### src/rtl/decoder_buffered.sv
// Buffered 2-to-3 decoder: FIFO of raw codes, one-hot-ish word decoded from the head entry.
// Latency 1 cycle when empty; in_ready drops at level==DEPTH, out_word holds while out_ready=0.
module decoder_buffered #(
    parameter int DEPTH = 4,
    parameter int CNT_W = 16
) (
    input  logic                     clk,
    input  logic                     rst_n,
    input  logic [1:0]               in_code,
    input  logic                     in_valid,
    output logic                     in_ready,
    output logic [2:0]               out_word,
    output logic                     out_valid,
    input  logic                     out_ready,
    output logic [$clog2(DEPTH):0]   level,
    output logic [CNT_W-1:0]         word_cnt
);

    localparam int AW = $clog2(DEPTH);
    localparam logic [AW:0] FULL_LVL = (AW+1)'(DEPTH);

    typedef enum logic [1:0] {
        S_EMPTY,
        S_PARTIAL,
        S_FULL
    } state_t;

    state_t          state;
    state_t          state_nxt;
    logic [1:0]      mem [DEPTH];
    logic [AW-1:0]   wr_ptr;
    logic [AW-1:0]   rd_ptr;
    logic [AW:0]     level_q;
    logic [AW:0]     level_nxt;
    logic            push;
    logic            pop;

    // Handshake flags come straight from the FSM; no bypass in either direction.
    assign in_ready  = (state != S_FULL);
    assign out_valid = (state != S_EMPTY);
    assign push      = in_valid && in_ready;
    assign pop       = out_valid && out_ready;
    assign level     = level_q;

    always_comb begin
        level_nxt = level_q;
        state_nxt = state;
        case ({push, pop})
            2'b10:   level_nxt = level_q + (AW+1)'(1);
            2'b01:   level_nxt = level_q - (AW+1)'(1);
            default: level_nxt = level_q;
        endcase
        case (state)
            S_EMPTY: begin
                if (push)
                    state_nxt = (level_nxt == FULL_LVL) ? S_FULL : S_PARTIAL;
            end
            S_PARTIAL: begin
                if (level_nxt == FULL_LVL)
                    state_nxt = S_FULL;
                else if (level_nxt == '0)
                    state_nxt = S_EMPTY;
            end
            S_FULL: begin
                if (pop)
                    state_nxt = S_PARTIAL;
            end
            default: state_nxt = S_EMPTY;
        endcase
    end

    always_ff @(posedge clk) begin
        if (!rst_n) begin
            state    <= S_EMPTY;
            wr_ptr   <= '0;
            rd_ptr   <= '0;
            level_q  <= '0;
            word_cnt <= '0;
        end else begin
            state   <= state_nxt;
            level_q <= level_nxt;
            if (push)
                wr_ptr <= wr_ptr + 1'b1;
            if (pop) begin
                rd_ptr   <= rd_ptr + 1'b1;
                word_cnt <= word_cnt + 1'b1;
            end
        end
    end

    // Storage is left uncleared by reset; only the pointers define what is live.
    always_ff @(posedge clk) begin
        if (rst_n && push)
            mem[wr_ptr] <= in_code;
    end

    always_comb begin
        out_word = 3'b000;
        if (out_valid) begin
            case (mem[rd_ptr])
                2'b00: out_word = 3'b000;
                2'b01: out_word = 3'b001;
                2'b10: out_word = 3'b010;
                2'b11: out_word = 3'b100;
                default: out_word = 3'b000;
            endcase
        end
    end

endmodule

### config.mk
export PLATFORM = sky130hd
export DESIGN_NAME = decoder_buffered
export DESIGN_NICKNAME = d
export VERILOG_FILES = /design/src/rtl/decoder_buffered.sv
export SDC_FILE = /design/constraint.sdc
export NUM_CORES = 1
export LEC_CHECK = 0
export BUFFER_PORTS_ARGS = -buffer_cell sky130_fd_sc_hd__buf_2
export CORE_MARGIN = 4
export CORE_UTILIZATION = 58
export CTS_CLUSTER_SIZE = 25
export DETAILED_ROUTE_END_ITERATION = 16
export PLACE_DENSITY = 0.89
export SLEW_MARGIN = 20
export SYNTH_ARGS = -nofsm -noshare
export SYNTH_HDL_FRONTEND = slang
export SYNTH_SLANG_ARGS = --single-unit
### constraint.sdc
create_clock -name clk -period 4 [get_ports clk]
set_input_delay 0.2 -clock clk [delete_from_list [all_inputs] [get_ports clk]]
set_output_delay 0.2 -clock clk [all_outputs]
set_load 0.02 [all_outputs]
## Word-level counts from Yosys, hierarchy flattened

Memory sizes are Yosys's and may differ from the RTL's. A register that Yosys moved wholly into a read port is not among the register bits.
Index checks and enable logic that the tools add are counted.
W data, S select, Z words.

| cells by class | value |
|---|---|
| $add $sub $neg | 5 |
| multiply operators | 0 |
| divide/modulo/power cells | 0 |
| order comparisons | 0 |
| reduce and logical (&&, ||, !) cells | 8 |
| shift operators | 0 |
| equality and inequality tests | 12 |
| muxes and demuxes | 13 |
| bitwise operators | 0 |

Operators by type and width:

| cell | count |
|---|---|
| $add A16 B1 Y16 const B | 1 |
| $mux W2 | 7 |
| $pmux W3 S4 | 1 |
| $eq A2 B2 Y1 const B | 4 |
| $eq A2 B1 Y1 const B | 3 |
| $ne A2 B2 Y1 const B | 3 |
| $pmux W2 S3 | 1 |
| $pmux W3 S2 | 1 |
| $add A2 B1 Y2 const B | 2 |
| $logic_not A2 Y1 | 2 |
| $add A3 B1 Y3 const B | 1 |
| $eq A3 B3 Y1 const B | 1 |
| $logic_and A1 B1 Y1 | 3 |
| $logic_not A3 Y1 | 1 |
| $mux W3 | 1 |
| $ne A3 B3 Y1 const B | 1 |
| $reduce_and A3 Y1 | 1 |
| $sub A3 B1 Y3 const B | 1 |
| $mux W1 | 2 |
| $reduce_bool A2 Y1 | 1 |

| word-level totals | value |
|---|---|
| latch bits | 0 |
| logic and storage cells | 44 |
| flip-flop bits (word level) | 25 |
| bits in read-only memories | 0 |
| RAM bits | 8 |
| output and inout port bits | 24 |
| memories kept | 1 |
| bits of input ports | 6 |

Memories:

| memory | words | bits a word | rd ports | clocked after memory_dff | wr ports | RTL line | text |
|---|---|---|---|---|---|---|---|
| mem | 4 | 2 | 1 | 1 | 1 | 30 | `logic [1:0] mem [DEPTH];` |

## Logic depth before layout (Yosys ltp)

Gate-level depths: netlist of run 1.

| logic depth | value |
|---|---|
| depth in word-level cells | 8 |
| gate-level depth with buffers | 11 |
| mapped depth without buffers | 9 |

## Worst setup path after synthesis of run 1

OpenSTA, ideal clock, no wires.

| path | value |
|---|---|
| path type | register to register |
| start point | register state[0] |
| end point | register state[1] |
| data required time | 3.942 ns |
| path buffers | 1 |
| library setup time | 0.058 ns |
| slack | 1.518 ns |
| cell stages (with the launch flop) | 11 |
| clock period less this slack | 2.482 ns |
| data arrival time | 2.424 ns |
| cell sequence | dfxtp_1 > nand2b_1 > and2_1 > clkbuf_1 > inv_1 > ha_1 > fa_1 > nor3b_1 > o221ai_1 > o22ai_1 > o211a_1 |

| between the ends | value |
|---|---|
| word-level cells in the longest chain between the ends | 8 |
| elaborated cells on any way between the ends | 20 |
| those cells by class | eq/ne (9); mux (5); reduce/logical (6) |

RTL lines:

| item | RTL line | text |
|---|---|---|
| start, declared | 28 | `state_t state;` |
| start signal, assigned | 80 | `state <= state_nxt;` |
| $ne A2 B2 Y1 (*) | 39 | `assign in_ready = (state != S_FULL);` |
| net in_ready | 11 | `output logic in_ready,` |
| $logic_and A1 B1 Y1 (*) | 41 | `assign push = in_valid && in_ready;` |
| $eq A2 B1 Y1 or $eq A2 B2 Y1 (tied branches) | 48 | `case ({push, pop})` |
| $pmux W3 S2 | 48 |  |
| $eq A3 B3 Y1 | 56, 59 |  |
| $mux W2 | 56 | `state_nxt = (level_nxt == FULL_LVL) ? S_FULL : S_PARTIAL;` |
| $mux W2 | 55 | `if (push)` |
| $pmux W2 S3 | 53 | `case (state)` |

The timed path passes the listed nets; every way through them passes the cells marked *. The select of a mux whose other input is x is not followed.
A chain may end at the register's enable or synchronous reset.

## Worst setup path in the final report of run 1

| path | value |
|---|---|
| start point | register state[0] |
| end point | register state[1] |

| between the ends | value |
|---|---|
| word-level cells in the longest chain between the ends | 8 |
| elaborated cells on any way between the ends | 20 |
| those cells by class | eq/ne (9); mux (5); reduce/logical (6) |

RTL lines:

| item | RTL line | text |
|---|---|---|
| $reduce_bool A2 Y1 (*) | 40 | `assign out_valid = (state != S_EMPTY);` |
| $logic_and A1 B1 Y1 (*) | 42 | `assign pop = out_valid && out_ready;` |
| net pop | 36 | `logic pop;` |
| $eq A2 B1 Y1 or $eq A2 B2 Y1 (tied branches) | 48 |  |
| $pmux W3 S2 | 48 |  |
| $eq A3 B3 Y1 | 56, 59 |  |
| $mux W2 | 56 |  |
| $mux W2 | 55 |  |
| $pmux W2 S3 | 53 |  |

Marks and branches as above.

==> results.md, run 1 <==
- In this run the remaining antenna-violating nets after routing total 0.
- The first global-routing pass estimated 5.25 mm of wire.
- The width of the die is 61.1 um.
- Of the synthesized area, sequential elements account for 47.7%.
- Summed over all nets, the half-perimeter wirelength after detailed placement is 2.40 mm.
- The vertical die dimension is 61.1 um.
- The worst setup path is captured at a register.
- Setup violations remaining at the end of the flow were counted as 0.
- The H-tree generated during clock tree synthesis spans 2 levels.
- The first detailed-routing pass took 4 iterations.
- The library cell used most frequently in the layout, excluding fill and tap cells, is sky130_fd_sc_hd__buf_2.
- The tightest slew margin relative to the limit is 70.8%.
- For this design, the CTS-stage hold fixing added 0 buffers.
- The sum of routed wire length over all layers is 3.16 mm.
- The global-route usage over all layers is 19.3%.
- After detailed routing, the wire length on met1 is 1.34 mm.
- The biggest cell delay along the critical path is 470 ps.
- The maximum number of pins on one net before global-route repair is 26.
- The number of clock sinks is 35.
- The detailed router used layers up to and including met4.
- The hold violation count in the final report was 0.
- After clock tree synthesis, the setup repair step added 0 buffers.
- The starting density of the core is a little over three fifths.
- The repair_antennas step left the layout with diodes totalling 0.
- The design draws 0.820 mW.
- The total via count in the routed design is 1,278.
- The class of the tightest hold or removal check is in2reg.
- The CTS root buffer is sky130_fd_sc_hd__clkbuf_4.
- The data required time of the critical path is between 4000 and 5000 ps.
- The power density relative to cell area is 441 nW/um^2.
- The count of different cell masters after synthesis is 38.
- For this run, the post-layout net count is between 200 and 250.
- The routability-driven placement congestion ratio is 0.836.
- The worst clock skew is 6.85 ps.
- The flow ran to the end, and the final reports show no timing, DRC or antenna violations.
- The floorplan core area is ~2600 sq um.
- The cell count after synthesis came out at 166.
- For the pin with the worst max-slew slack, the measured transition is 434 ps.
- The largest fanout on the critical path is 9.
- Among all flip-flop cells after synthesis, the most frequent one is sky130_fd_sc_hd__dfxtp_1.
- Summing every instance area after synthesis gives 1640 sq um.
- The area of the die is ~3700 sq um.
- The number of I/O pins is 30.
- The total length of routed met2 wires is 1.55 mm.
- The critical path in this run is classified as reg2reg.
- The final critical-path share of the clock period is about two thirds.
- In the final routed layout, each cell accounts on average for 13.9 um.
- In this run the deepest clock path goes through 2 buffers.
- The count of synthesis-stage warnings from yosys is 0.
- In this run, synthesis inferred 8 flip-flops with an integrated enable.
- The clock tree from TritonCTS is built.
- TritonCTS created 5 clock buffers.
- The number of antenna violations at the first check in global routing is 0.
- The signal on the critical path passes through o21ai_2, clkinv_1, ha_1, fa_1, nor3b_1, o221ai_1, o22ai_1, o211a_1.
- The clock-pin slew of the registers on the worst-case setup and hold paths is 100 ps.
- The detailed router finished its first iteration with about 110 violations.
- Setup repair after global routing left no endpoint under its margin.
- The top cell types in the final layout, fill and taps aside, are 29 x sky130_fd_sc_hd__buf_2, 27 x sky130_fd_sc_hd__dfxtp_1, 17 x sky130_fd_sc_hd__nor2_1.
- By area the synthesized netlist is led by sky130_fd_sc_hd__dfxtp_1 33%, sky130_fd_sc_hd__edfxtp_1 15%, sky130_fd_sc_hd__xnor2_1 5.4%.
- The minimum clock period is 2640 ps.
- In this run, synthesis produced a sequential element count of 35.
- The peak supply drop is ~0.32 mV.
- Data arrives at the worst endpoint at between 2000 and 3000 ps.
- The net count of the mapped netlist is 179.
- The area growth from synthesis to layout is 13.6%.
- The worst setup path is launched from a register.
- The number of cells upsized or downsized after cts is 0.
- The slowest library cell on the worst path is sky130_fd_sc_hd__fa_1.
- The total of buffers placed on input and output ports is 29.
- The number of placement rows is 18.
- The static leakage is 0.763 nW.
- The total met3 wirelength after detailed routing is 218 um.
- The number of filler instances in the final layout is 199.
- The fmax is around 380 MHz.
- The number of maximum-capacitance constraint violations is 0.
- After global routing the overflow that remains totals 0.
- A synthesized cell averages ~9.9 sq um.
- The DRC violations left is 0.
- The via count of the first global-routing pass was 1,216.
- The later-pin clock latency in the skew report is 330 ps.
- Across all hold checks on the routed design, the worst slack comes to 74.2 ps.
- Of the post-synthesis cell area, the dominant cell type holds around a third.
- Adding up every negative setup slack in the final design gives 0 ps.
- For this run, asynchronously set or reset flops after synthesis account for 0%.
- The ratio of cells with drive above 1 in the final layout is a little under a quarter.
- Of all cell types, the one taking the most synthesized area is sky130_fd_sc_hd__dfxtp_1.
- The total count of max-transition violations in the final report is 0.
- The ratio of routed vias to standard cells is ~5.6.
metal layers:
| metal | track usage (%) | vias to the layer above |
|---|---|---|
| met4 | 7.74 | 0 |
| met1 | 23.7 | 591 |
| li1 | - | 645 |
| met5 | 0 | - |
| met3 | 5.66 | 5 |
| met2 | 31.9 | 37 |
power by group:
part | leakage, nW | switching (mW) | total (mW) | internal, mW
Sequential | 0.292 | 0.0339 | 0.425 | 0.391
Clock | 0.0353 | 0.109 | 0.194 | 0.0851
Combinational | 0.436 | 0.116 | 0.201 | 0.0847
synth_stat cells (2+ instances only):
master,number
sky130_fd_sc_hd__xnor2_1,10
sky130_fd_sc_hd__nor4_1,4
sky130_fd_sc_hd__and3_1,6
sky130_fd_sc_hd__nand3_1,4
sky130_fd_sc_hd__nand2_1,15
sky130_fd_sc_hd__clkbuf_1,4
sky130_fd_sc_hd__mux4_2,2
sky130_fd_sc_hd__edfxtp_1,8
sky130_fd_sc_hd__xor2_1,3
sky130_fd_sc_hd__nor3b_1,3
sky130_fd_sc_hd__nand4b_1,2
sky130_fd_sc_hd__o21ai_0,6
sky130_fd_sc_hd__a21oi_1,10
sky130_fd_sc_hd__inv_1,8
sky130_fd_sc_hd__dfxtp_1,27
sky130_fd_sc_hd__or3_1,5
sky130_fd_sc_hd__nand2b_1,2
sky130_fd_sc_hd__ha_1,6
sky130_fd_sc_hd__nor3_1,3
sky130_fd_sc_hd__or4_4,2
sky130_fd_sc_hd__o21ai_1,2
sky130_fd_sc_hd__nor2_1,17
sky130_fd_sc_hd__mux2i_1,2
final timing paths:
path / startpoint / to / slack [ps] / cells after the start
min reg2reg: word_cnt[15] / word_cnt[15] / 490 / 2
max reg2reg: state[0] / state[1] / 1360 / 8
min: in_code[0] / mem[3][0] / 70 / 1
max: state[0] / state[1] / 1360 / 8
cell type report:
class	count	area, sq um	area share, %
clock buffers	7	55.1	2.96
clock inverters	1	5.00	0.269
inverters	10	37.5	2.02
multi-input cells	116	797	42.9
flip-flops and latches	35	781	42.0
well taps	30	37.5	2.02
repair buffers	29	145	7.81
state kept, by name, summed over array words and instances (netlist names), named ones only:
| name | cells |
|---|---|
| word_cnt | 16 |
| mem | 8 |
| level | 3 |
| rd_ptr | 2 |
| state | 2 |
| wr_ptr | 2 |
kinds of logic after synthesis:
group / after synthesis / synth area share (%)
AND/OR/NAND/NOR: 67 / 22.3
flip-flops: 35 / 47.7
AO/OA/AOI/OAI: 24 / 8.95
buffers and inverters: 15 / 3.52
XOR/XNOR: 13 / 6.96
adder cells (fa/ha/maj): 7 / 5.81
multiplexers: 5 / 4.67
worst max-delay path: cells and delay by family, from the launching register on:
| family | cells | cell delay, ps |
|---|---|---|
| AND/OR/NAND/NOR | 1 | 290 |
| adder cells (fa/ha/maj) | 2 | 770 |
| flip-flops | 1 | 370 |
| buffers and inverters | 1 | 290 |
| AO/OA/AOI/OAI | 4 | 860 |
metrics by stage:
stage          cell area [sq um]  cells  worst slack [ps]  utilization [%]
3_3_place_gp                1800    220              1560             69.4
6_report                    1860    228              1360             71.7
2_1_floorplan               1640    166              1520                -
4_1_cts                     1860    228              1380             71.7
5_1_grt                     1860    228              1150             71.7
3_5_place_dp                1800    220              1420             69.4
Note: power is estimated with default switching activity, not from simulation.
==> inputs of run 2 (changes only) <==
--- a/config.mk
+++ b/config.mk
@@ -7,10 +7,10 @@
 export LEC_CHECK = 0
 export BUFFER_PORTS_ARGS = -buffer_cell sky130_fd_sc_hd__buf_2
 export CORE_MARGIN = 4
-export CORE_UTILIZATION = 58
+export CORE_UTILIZATION = 49
 export CTS_CLUSTER_SIZE = 25
 export DETAILED_ROUTE_END_ITERATION = 16
-export PLACE_DENSITY = 0.89
+export PLACE_DENSITY = 0.8
 export SLEW_MARGIN = 20
 export SYNTH_ARGS = -nofsm -noshare
 export SYNTH_HDL_FRONTEND = slang
==> constraint.sdc (replaced) <==
create_clock -name clk -period 2.4 [get_ports clk]
set_input_delay 0.12 -clock clk [delete_from_list [all_inputs] [get_ports clk]]
set_output_delay 0.12 -clock clk [all_outputs]
set_load 0.02 [all_outputs]
==> run 2 against run 1 <==
Via count rose by 0.78%. Combinational power rose by 85%. Routed wire length rose by 4.2%. Sequential power rose by 69%. Worst hold slack barely moved. First-iteration DRC count fell by 35%. Power rose by 70%. Flip-flop and latch count did not move. Clock skew rose by 11 ps. Register-to-register slack got worse by 1200 ps. Non-clock buffer count rose by 5. Die area rose by 16%. Critical endpoint unchanged. Largest power group unchanged.
==> results.md, run 2 (synthesis gave the netlist of run 1 again) <==
- The vertical die dimension is 65.8 um.
- The critical path in this run is classified as reg2reg.
- The maximum level of the CTS H-tree is 2.
- The pre-antenna-repair detailed-routing pass consisted of 4 iterations.
- The kind of end point of the critical path is a register.
- The worst clock skew is 18.1 ps.
- No sink is reached through more buffers than the 2 on the longest clock path.
- The remaining antenna violation count is 0.
- Summing all placed instances gives a cell area of 1850 sq um.
- For this run, the top clock speed supported by timing is roughly 440 MHz.
- The total of buffers placed on input and output ports is 29.
- Across the run, the number of max-cap violations was 0.
- The actual slew at the worst max-slew pin is between 500 and 600 ps.
- The violation count after the first detailed-routing iteration is 69.
- The static leakage is 0.786 nW.
- The DRC violations left is 0.
- The ratio of routed vias to standard cells is 5.21.
- After floorplanning, the core was divided into 20 placement rows.
- The number of nets in the finished design is ~220.
- The start point of the worst min-delay path is rst_n.
- The clock tree from TritonCTS is built.
- The tree built by TritonCTS fans out to 35 sinks.
- The number of antenna violations at the first check in global routing was 0.
- The startpoint identified for the worst register-to-register timing path is state[0].
- The via count of the first global-routing pass is 1,207.
- Entering global routing, the biggest net connects 26 pins.
- The number of clock buffers added by TritonCTS is 5.
- For this design the top-level I/O count stands at 30.
- The clock-pin slew of the registers on the worst-case setup and hold paths is 110 ps.
- Setup total negative slack on the finished layout was measured at 0 ps.
- The area of the die is around 4300 sq um.
- The total congestion overflow is 0.
- The most common cell after layout, fill and taps aside is sky130_fd_sc_hd__buf_2.
- The minimum clock period is 2280 ps.
- In this run the critical register-to-register path is captured at state[1].
- The peak supply drop is 0.481 mV.
- The ratio of cells with drive above 1 in the final layout is 27.1%.
- For this block, the via count after detailed routing is between 1,000 and 1,500.
- The routability-driven placement congestion ratio is 0.836.
- The worst setup path is launched from a register.
- The first global-routing pass estimated approximately 5.7 mm of wire.
- The min-delay analysis places its worst path in the category in2reg.
- Data on the critical path arrives at its endpoint at 2550 ps.
- The number of buffers inserted by post-CTS setup repair is 0.
- For hold timing, the worst endpoint is state[1].
- The average wire per standard cell is around 13 um.
- Power spread over the standard cell area amounts to 719 nW/um^2.
- The later-pin clock latency in the skew report is 350 ps.
- In the finished design, the share of the clock period the worst path needs comes to 95.0%.
- 0 antenna diodes ended up in the layout.
- In this run the worst path has a maximum fanout of 6.
- The count of cells along the worst register-to-register path is 9.
- Once layout is done, the placed cells without fillers occupy 1940 sq um.
- The sum of net half-perimeters after detailed placement is approximately 2.4 mm.
- In this run the tightest slew margin relative to its limit is 65.5%.
- For the worst setup path, the data required time is 2670 ps.
- The slack of the worst reg-to-reg path is 120 ps.
- Global routing used 17.6% of the available tracks across all layers.
- The starting density of the core is 52.3%.
- The cell count of the worst hold path is 2.
- The total count of max-transition violations in the final report is 0.
- The register with the most flip-flops in the layout has 16 of them.
- The floorplan step set the die width to 65.8 um.
- Leaving out fill and tap cells, the most frequent cells in the layout are 29 x sky130_fd_sc_hd__buf_2, 25 x sky130_fd_sc_hd__dfxtp_1, 17 x sky130_fd_sc_hd__nor2_1.
- The register bank with the most flops is word_cnt.
- The run finished with clean final reports.
- The CTS root buffer is sky130_fd_sc_hd__clkbuf_4.
- The floorplan core area is around 3100 sq um.
- The hold violation count in the final report is 0.
- For this block, the routed nets add up to ~3.3 mm of wire.
- The post-layout total power is 1.39 mW.
- Setup violations remaining at the end of the flow were counted as 0.
- The area growth from synthesis to layout is 18.4%.
[run 2: power by group]
group,total (mW),leakage (nW),internal (mW),switching [mW]
Combinational,0.371,0.464,0.167,0.204
Clock,0.305,0.0293,0.114,0.191
Sequential,0.717,0.293,0.654,0.0628
[run 2: worst max-delay path by stage]
stage	endpoint	slack, ps	start	cells past startpoint
2_1_floorplan	state[1]	9	state[0]	10
3_3_place_gp	state[1]	170	state[0]	9
3_5_place_dp	state[1]	20	state[0]	9
4_1_cts	state[1]	60	state[1]	9
5_1_grt	state[1]	-20	state[0]	9
6_report	state[1]	120	state[0]	9
[run 2: timing repair]
| item | CTS | global route |
|---|---|---|
| endpoints found under the setup margin | 1 | 2 |
| hold buffers | 1 | 1 |
| pin swaps | 0 | 1 |
| hold endpoints to repair | 4 | 4 |
| resized for setup | 1 | 5 |
[run 2: area by class of cell]
| class | instances | area [sq um] |
|---|---|---|
| flip-flops and latches | 35 | 786 |
| well taps | 44 | 55.1 |
| fillers | 267 | 1190 |
| clock buffers | 7 | 45.0 |
| repair buffers | 34 | 188 |
| multi-input cells | 116 | 820 |
| inverters | 10 | 37.5 |
| clock inverters | 1 | 5.00 |
[run 2: through the flow]
stage	utilization, %	hold WS (ps)	worst slack, ps	cells
floorplan	-	219	8.95	166
global placement	59.0	342	166	237
detailed placement	59.0	349	20.3	237
CTS	61.0	5.48	55.8	246
global route	61.9	68.3	-20.4	247
finish	61.9	74.1	121	247
[run 2: worst max-delay path, stage by stage, from the launching register on]
cell and delay (ps):
sky130_fd_sc_hd__dfxtp_4 390, sky130_fd_sc_hd__nand2b_4 140, sky130_fd_sc_hd__and2_1 170, sky130_fd_sc_hd__inv_1 90, sky130_fd_sc_hd__ha_2 220, sky130_fd_sc_hd__fa_1 460
sky130_fd_sc_hd__nor3b_2 220, sky130_fd_sc_hd__o221ai_1 150, sky130_fd_sc_hd__o22ai_1 180, sky130_fd_sc_hd__o211a_1 180
[run 2: metal layers]
layer  vias up  part of all wire [%]  track usage, %
met2        25                    49            27.4
li1        652                     -               -
met5         -                     0               0
met4         0                   1.2            9.33
met3         5                   5.5            4.59
met1       606                    44            22.1
